File: config.mk
export PLATFORM = sky130hd
export DESIGN_NAME = vx_dispatch_arb
export DESIGN_NICKNAME = d
export VERILOG_FILES = /design/src/rtl/vx_dispatch_arb.sv
export SDC_FILE = /design/constraint.sdc
export NUM_CORES = 2
export LEC_CHECK = 0
export ABC_AREA = 0
export BUFFER_PORTS_ARGS = -buffer_cell sky130_fd_sc_hd__buf_2
export CORE_UTILIZATION = 58
export DETAILED_ROUTE_END_ITERATION = 8
export GPL_ROUTABILITY_DRIVEN = 1
export GPL_TIMING_DRIVEN = 0
export HOLD_SLACK_MARGIN = 0.1
export PLACE_DENSITY_LB_ADDON = 0.1
export SLEW_MARGIN = 20
export SYNTH_ARGS = -nofsm -noshare
export SYNTH_HDL_FRONTEND = slang
export SYNTH_SLANG_ARGS = --single-unit
File: constraint.sdc
create_clock -name clk -period 13.58 [get_ports clk]
set_clock_uncertainty 0.05 [all_clocks]
set_input_delay 2.037 -clock clk [delete_from_list [all_inputs] [get_ports clk]]
set_output_delay 2.037 -clock clk [all_outputs]
set_load 0.1 [all_outputs]
File: src/rtl/vx_dispatch_arb.sv
// vx_dispatch_arb: per-(slot,unit) FIFOs drained into per-unit output registers by round-robin over slots.
// Optional per-unit stall counters (perf_stalls) are built when DISPATCH_PERF_EN is defined.
module vx_dispatch_arb #(
  parameter int unsigned N_IN    = 2,
  parameter int unsigned N_UNITS = 4,
  parameter int unsigned DEPTH   = 4,
  parameter int unsigned NT      = 4,
  parameter int unsigned DATAW   = 64,
  localparam int unsigned UW = (N_UNITS > 1) ? $clog2(N_UNITS) : 1,
  localparam int unsigned SW = (N_IN > 1) ? $clog2(N_IN) : 1,
  localparam int unsigned TW = (NT > 1) ? $clog2(NT) : 1
) (
  input  logic                            clk,
  input  logic                            reset_n,
  input  logic [N_IN-1:0]                 in_valid,
  output logic [N_IN-1:0]                 in_ready,
  input  logic [N_IN-1:0][UW-1:0]         in_ex_type,
  input  logic [N_IN-1:0][NT-1:0]         in_tmask,
  input  logic [N_IN-1:0][DATAW-1:0]      in_data,
  output logic [N_UNITS-1:0]              out_valid,
  input  logic [N_UNITS-1:0]              out_ready,
  output logic [N_UNITS-1:0][DATAW-1:0]   out_data,
  output logic [N_UNITS-1:0][NT-1:0]      out_tmask,
  output logic [N_UNITS-1:0][TW-1:0]      out_tid,
  output logic [N_UNITS-1:0][SW-1:0]      out_src
`ifdef DISPATCH_PERF_EN
  ,
  output logic [N_UNITS-1:0][31:0]        perf_stalls
`endif
);

  localparam int unsigned AW = $clog2(DEPTH);
  localparam int unsigned CW = AW + 1;

  typedef struct packed {
    logic [DATAW-1:0] data;
    logic [NT-1:0]    tmask;
    logic [TW-1:0]    tid;
  } entry_t;

  entry_t                     mem   [N_IN][N_UNITS][DEPTH];
  logic [AW-1:0]              wptr  [N_IN][N_UNITS];
  logic [AW-1:0]              rptr  [N_IN][N_UNITS];
  logic [CW-1:0]              count [N_IN][N_UNITS];
  logic [N_IN-1:0][N_UNITS-1:0] push;
  logic [N_IN-1:0][N_UNITS-1:0] pop;
  logic [N_UNITS-1:0]         load;
  logic [N_UNITS-1:0]         gnt_valid;
  logic [SW-1:0]              gnt_idx    [N_UNITS];
  logic [SW-1:0]              last_grant [N_UNITS];
  entry_t                     head       [N_UNITS];

  // Highest set thread index; an empty mask maps to thread 0.
  function automatic logic [TW-1:0] hi_bit(input logic [NT-1:0] m);
    logic [TW-1:0] r;
    r = '0;
    for (int b = 0; b < int'(NT); b++) begin
      if (m[b]) r = TW'(b);
    end
    return r;
  endfunction

  function automatic logic [SW-1:0] rr_slot(input logic [SW-1:0] base, input int k);
    int s;
    s = int'(base) + k;
    if (s >= int'(N_IN)) s = s - int'(N_IN);
    return SW'(s);
  endfunction

  // Ready reflects only the target FIFO's occupancy; a same-cycle pop does not free a slot.
  always_comb begin
    in_ready = '0;
    push     = '0;
    for (int i = 0; i < int'(N_IN); i++) begin
      for (int u = 0; u < int'(N_UNITS); u++) begin
        if (in_ex_type[i] == UW'(u)) begin
          in_ready[i]   = count[i][u] < CW'(DEPTH);
          push[i][u]    = in_valid[i] && (count[i][u] < CW'(DEPTH));
        end
      end
    end
  end

  // Descending scan so the nearest non-empty slot after last_grant wins.
  always_comb begin
    load      = '0;
    gnt_valid = '0;
    pop       = '0;
    for (int u = 0; u < int'(N_UNITS); u++) begin
      gnt_idx[u] = '0;
      head[u]    = '0;
    end
    for (int u = 0; u < int'(N_UNITS); u++) begin
      load[u] = !out_valid[u] || out_ready[u];
      for (int k = int'(N_IN); k >= 1; k--) begin
        if (count[rr_slot(last_grant[u], k)][u] != '0) begin
          gnt_valid[u] = 1'b1;
          gnt_idx[u]   = rr_slot(last_grant[u], k);
        end
      end
      head[u] = mem[gnt_idx[u]][u][rptr[gnt_idx[u]][u]];
      for (int i = 0; i < int'(N_IN); i++) begin
        pop[i][u] = load[u] && gnt_valid[u] && (gnt_idx[u] == SW'(i));
      end
    end
  end

  always_ff @(posedge clk or negedge reset_n) begin
    if (!reset_n) begin
      for (int i = 0; i < int'(N_IN); i++) begin
        for (int u = 0; u < int'(N_UNITS); u++) begin
          count[i][u] <= '0;
          wptr[i][u]  <= '0;
          rptr[i][u]  <= '0;
        end
      end
    end else begin
      for (int i = 0; i < int'(N_IN); i++) begin
        for (int u = 0; u < int'(N_UNITS); u++) begin
          count[i][u] <= count[i][u] + CW'(push[i][u]) - CW'(pop[i][u]);
          wptr[i][u]  <= wptr[i][u] + AW'(push[i][u]);
          rptr[i][u]  <= rptr[i][u] + AW'(pop[i][u]);
        end
      end
    end
  end

  always_ff @(posedge clk) begin
    for (int i = 0; i < int'(N_IN); i++) begin
      for (int u = 0; u < int'(N_UNITS); u++) begin
        if (push[i][u]) begin
          mem[i][u][wptr[i][u]] <= '{data: in_data[i], tmask: in_tmask[i], tid: hi_bit(in_tmask[i])};
        end
      end
    end
  end

  // Per-unit holding register; payload keeps its last value when the unit goes idle.
  always_ff @(posedge clk or negedge reset_n) begin
    if (!reset_n) begin
      out_valid <= '0;
      out_data  <= '0;
      out_tmask <= '0;
      out_tid   <= '0;
      out_src   <= '0;
      for (int u = 0; u < int'(N_UNITS); u++) begin
        last_grant[u] <= SW'(N_IN - 1);
      end
    end else begin
      for (int u = 0; u < int'(N_UNITS); u++) begin
        if (load[u]) begin
          out_valid[u] <= gnt_valid[u];
          if (gnt_valid[u]) begin
            out_data[u]   <= head[u].data;
            out_tmask[u]  <= head[u].tmask;
            out_tid[u]    <= head[u].tid;
            out_src[u]    <= gnt_idx[u];
            last_grant[u] <= gnt_idx[u];
          end
        end
      end
    end
  end

`ifdef DISPATCH_PERF_EN
  logic [N_UNITS-1:0] stall_any;

  always_comb begin
    stall_any = '0;
    for (int i = 0; i < int'(N_IN); i++) begin
      for (int u = 0; u < int'(N_UNITS); u++) begin
        if (in_valid[i] && !in_ready[i] && (in_ex_type[i] == UW'(u))) stall_any[u] = 1'b1;
      end
    end
  end

  always_ff @(posedge clk or negedge reset_n) begin
    if (!reset_n) begin
      perf_stalls <= '0;
    end else begin
      for (int u = 0; u < int'(N_UNITS); u++) begin
        perf_stalls[u] <= perf_stalls[u] + 32'(stall_any[u]);
      end
    end
  end
`endif

endmodule
* Word level (Yosys, flattened, before mapping)
Memory sizes are Yosys's and may differ from the RTL's. Cells that the tools add are included.
Operators by class: bitwise logic cells 28, reductions and logical operators 50, add/subtract/negate cells 48, muxes and demuxes 134, $lt $le $gt $ge 48, equal/unequal tests 6
Operators by type and width (number):
- two-way mux 280 bit | 8
- demux 70 bit (select 2 bit) | 8
- two-way mux 70 bit | 16
- binary-select mux 70 bit (select 2 bit) | 4
- two-way mux 12 bit | 6
- two-way mux 6 bit | 9
- two-way mux 9 bit | 6
- two-way mux 1 bit | 50
- greater-or-equal comparator 3 bit, second input constant | 12
- NOT 2 -> 3 bit | 12
- adder 2 x 1 -> 2 bit | 16
- greater-or-equal comparator 2 bit, second input constant | 16
- two-way mux 2 bit | 15
- logical AND 1 bit | 28
- adder 3 x 1 -> 3 bit | 8
- less-than comparator 3 x 1 -> 1 bit, second input constant | 8
- less-than comparator 3 bit, second input constant | 8
- two-way mux 8 bit | 3
- NOT 1 -> 2 bit | 12
- nonzero test 3 bit | 8
- subtractor 3 x 1 -> 3 bit | 8
- two-way mux 3 bit | 6
- adder 1 x 2 -> 3 bit, second input constant | 4
- greater-or-equal comparator 3 x 2 -> 1 bit, second input constant | 4
- 10 further kinds | 39
Storage, ports and cells: input port bits 148, RAM bits 2240, output and inout bits 290, memories kept 1, register bits 348
Memories:
- mem | words 2, bits a word 1120, rd ports 4, clocked after Yosys merged registers in 0, wr ports 2, line 41 | entry_t mem [N_IN][N_UNITS][DEPTH];

* Depth between registers and ports, before layout
depth in word-level cells 18, depth in mapped cells 10, mapped depth without buffers 8

* Least setup slack after synthesis
Ideal clock, no wire load.
path type in2reg, start point in in_ex_type[3] (netlist bit), end point mem mem[1][1050] (netlist bit) (enable), slack 5033 ps, data arrival time 7896 ps, path buffers 0, data required time 12929 ps, cell stages on the path 2, library setup time 601 ps, cell sequence nor4b_1 -> nor3b_1
RTL lines:
- from (decl) | line 17 | input logic [N_IN-1:0][UW-1:0] in_ex_type,
- to (decl) | line 41

* Final worst setup path
start point in in_ex_type[0] (netlist bit), end point out in_ready[0]
Between the ends: word-level cells in the longest chain between the ends 5, elaborated cells between the ends (all ways) 8, those cells by class 3 x eq/ne; 4 x mux; 1 x reduce/logical
RTL lines:
- logical NOT 2 bit | line 76 | if (in_ex_type[i] == UW'(u)) begin
- two-way mux 1 bit (3 in a row) | line 76
- two-way mux 1 bit * | line 76
- to (decl) | line 16 | output logic [N_IN-1:0] in_ready,
Every way passes the cells marked *; elsewhere a longest branch is shown, timed or not.

==> metrics.csv <==
metric;value;unit
instances_no_fill;8834;
routed_wl;302.5;mm
ys_seq_area_share;75.90;%
ys_ff_latch;2588;
tritoncts;yes;
synthArstFlopShare;13.45;%
rows;152;
synthCells;5406;
status;complete, no violations;
vias;56630;
portBuffers;437;
cts-root-buf;clkbuf_16;
cp-end-kind;output port;
worstSkewPairLatency;0.92;ns
synth_compound_area_share;4.352;%
first_pass_iters;8;
placement.setup.worst_slack;8.115;ns
r2r-start;count[23];
rsz0062_at_grt;false;
synthFlopType;edfxtp_1;
finalHoldViolCount;0;
clock_sinks;2588;
maxSlewViolCount;0;
synth_edf_count;2240;
rr_worst_depth;7;
min_path_type;flip-flop to flip-flop;
synthToLayoutAreaGrowth;16.46;%
drive_above_1_share;23.79;%
hold_start;out_data[239];
worstReg2RegEnd;out_data[13];
drc;0;
wl_met2;143.0;mm
crit_path_start_kind;primary input;
worstPathCellList;buf_2 -> mux2_2 -> o21ai_0 -> buf_2;
synth.distinct_cells;56;
path_clk_slew;0.06;ns
htreeDepth;5;
finalWeightedCongestion;0.8556;
irDropWorstVdd;226.2;uV
synthTopCellsByArea;edfxtp_1 67%, mux2i_1 11%, dfrtp_1 8.6%;
max_cap_violations;0;
power_density;247.8;mW/mm^2
yosys_warnings;0;
min_period_over_period;40.21;%
max_slew.worst_pin.slew;1.261;ns
slew-limit-headroom;15.92;%
synth_xor_area_share;0.3850;%
core;0.1715;mm^2
cp_slowest_cell;buf_2;
path_buf_inv;2;
rrSetupSlack;9.63;ns
cts_inserted_buffers;276;
globalRouteOverflowTotal;0;
cp_common_cell;buf_2;
drt_iter0_drc;6909;
synth_fa_ha_area_share;0.3600;%
crit_arrival;3.37;ns
leakagePower;42.83;nW
syn_avg_cell_area;18.52;um^2
setup_viol;0;
post_cts_buffers;0;
synth_top_family_by_area;multiplexers;
dp.cells;8343;
yosysTopAreaCell;edfxtp_1;
wl_met3;26.79;mm
cpLargestDelayFamily;buffers and inverters;
fmax;0.1831;GHz
routedWlPerCell;34.25;um
cts_hold_buffers;0;
cts_resized;0;
start_util;58.36;%
first_global_vias;56000;
crit_type;primary input to output port;
min_path_cells;2;
clockBufferDepth;4;
layout.nets;6485;
layout_setup_ws;8.119;ns
dieArea;0.1743;mm^2
critPathRequiredTime;11.49;ns
min_period;5.461;ns
via_per_inst;6.411;
die_h;417.5;um
cp_max_fo;6;
grt_max_degree;72;
met1_length;112.9;mm
max_stage_delay;0.50;ns
grt_pass1_wl;416.8;mm
highest_layer;met4;
synth.area.mux_share;15.64;%
die_w;417.5;um
synth-simple-area-share;1.934;%
grt.total_usage;34.63;%
hold-path-endpoint;out_data[239];
boundaryPins;438;
antenna_left;0;
synth_nets;5578;
dpl.hpwl;209.5;mm
syn_area;0.1001;mm^2
antenna_found_initial;10;
synth_top_area_share;67.19;%
## power breakdown
part           internal [W]  switching, W  total (W)
registers           0.00947      0.000679     0.0101
clock network       0.00421       0.00297    0.00718
logic               0.00333       0.00823     0.0116
total                0.0170        0.0119     0.0289
## cells by family (layout without fill, tap and decap cells)
| logic type | count (synthesis) | count (layout) |
|---|---|---|
| flops | 2588 | 2588 |
| mux | 1514 | 1514 |
| compound gates | 486 | 486 |
| simple gates | 407 | 407 |
| buf+inv | 343 | 1451 |
| xor+xnor | 44 | 44 |
| fa+ha+maj | 24 | 24 |
| other cells | 0 | 10 |
## state kept, by name (all words and copies together) (netlist names)
register,count
mem,2240
out_data,256
count,24
out_tmask,16
rptr,16
wptr,16
out_tid,8
last_grant,4
out_src,4
out_valid,4
## synth_stat cells, types with 2 or more instances
cell	number
or2_2	5
buf_1	20
nand3_1	5
buf_6	3
o21ai_1	3
clkbuf_1	217
or3_1	11
and3_1	8
nor3_1	8
fa_1	8
o2111ai_1	4
a221oi_1	168
nand2b_1	6
buf_4	8
nor3b_1	9
a21oi_2	2
a32oi_1	3
o22ai_1	2
nor2b_1	87
xnor2_1	33
xor2_1	11
mux2_2	392
mux2i_1	1120
o221ai_1	196
a221o_1	84
edfxtp_1	2240
o211ai_1	4
a21o_1	2
buf_2	74
and3b_1	6
dfstp_2	4
nand2_1	234
o21a_1	2
ha_1	16
o31ai_2	2
a21oi_4	2
nand4_1	4
o22a_1	2
dfrtp_1	344
o31ai_1	2
o21ai_0	2
inv_1	21
nor2_1	19
## tightest hold or removal path: cells and delay by family, from the launching register on
kind            cells  cell delay [ns]
flops               1             0.34
compound gates      1             0.06
simple gates        1             0.05
## cell type report
cell class	instances	area, um^2
Antenna cell	10	25.02
Buffer	322	1380
Clock buffer	402	7806
Clock inverter	77	704.4
Fill cell	11440	54960
Inverter	21	78.83
Multi-Input combinational cell	2475	22940
Sequential cell	2588	75980
Tap cell	2310	2890
Timing Repair Buffer	629	4780
## layer usage
layer	GRT usage, %	vias up
li1	-	23390
met1	45.03	29260
met2	54.94	3262
met3	6.633	721
met4	20.07	0
met5	0	-
## worst max-delay path by stage
stage / startpoint / to / slack (ns) / cells past startpoint
floorplan: in_ex_type[3] / mem[1][1050] / 5.03 / 2
global placement: in_ex_type[1] / mem[0][817] / -3.35 / 4
detailed placement: in_ex_type[0] / in_ready[0] / 8.11 / 4
CTS: in_ex_type[0] / in_ready[0] / 8.11 / 4
global route: in_ex_type[0] / in_ready[0] / 8.09 / 4
finish: in_ex_type[0] / in_ready[0] / 8.12 / 4
## cells in the final DEF (no fill, tap or decap), types with 10 or more instances in the layout
| master | synthesis | routed |
|---|---|---|
| xor2_1 | 11 | 11 |
| buf_4 | 8 | 105 |
| clkbuf_1 | 217 | 285 |
| mux2_2 | 392 | 392 |
| ha_1 | 16 | 16 |
| buf_2 | 74 | 511 |
| clkbuf_8 | 0 | 32 |
| bufinv_16 | 0 | 12 |
| a221o_1 | 84 | 84 |
| inv_1 | 21 | 21 |
| a221oi_1 | 168 | 168 |
| clkbuf_16 | 0 | 281 |
| nor2_1 | 19 | 11 |
| buf_1 | 20 | 20 |
| buf_6 | 3 | 25 |
| mux2i_1 | 1120 | 1120 |
| diode_2 | 0 | 10 |
| xnor2_1 | 33 | 33 |
| or3_1 | 11 | 11 |
| buf_12 | 0 | 49 |
| edfxtp_1 | 2240 | 2240 |
| nor2b_1 | 87 | 87 |
| nand2_1 | 234 | 234 |
| buf_16 | 0 | 22 |
| dfrtp_1 | 344 | 344 |
| clkinv_2 | 0 | 29 |
| o221ai_1 | 196 | 196 |
| clkbuf_2 | 0 | 21 |
| clkinv_1 | 0 | 26 |
## per-stage QoR
stage | hold WS [ns] | area (um^2) | util, % | TNS, ns | total power [W]
after CTS | 0.4341 | 116500 | 67.93 | 0 | 0.02882
after global routing | 0.4592 | 116600 | 67.95 | 0 | 0.02959
final | 0.4330 | 116600 | 67.96 | 0 | 0.02888
after global placement | 0.4133 | 105200 | 61.32 | -1193.40 | 0.02146
after floorplan | 0.4105 | 100100 | - | 0 | 0.01791
after detailed placement | 0.4206 | 108000 | 62.97 | 0 | 0.02171
(Power assumes the default switching activity.)
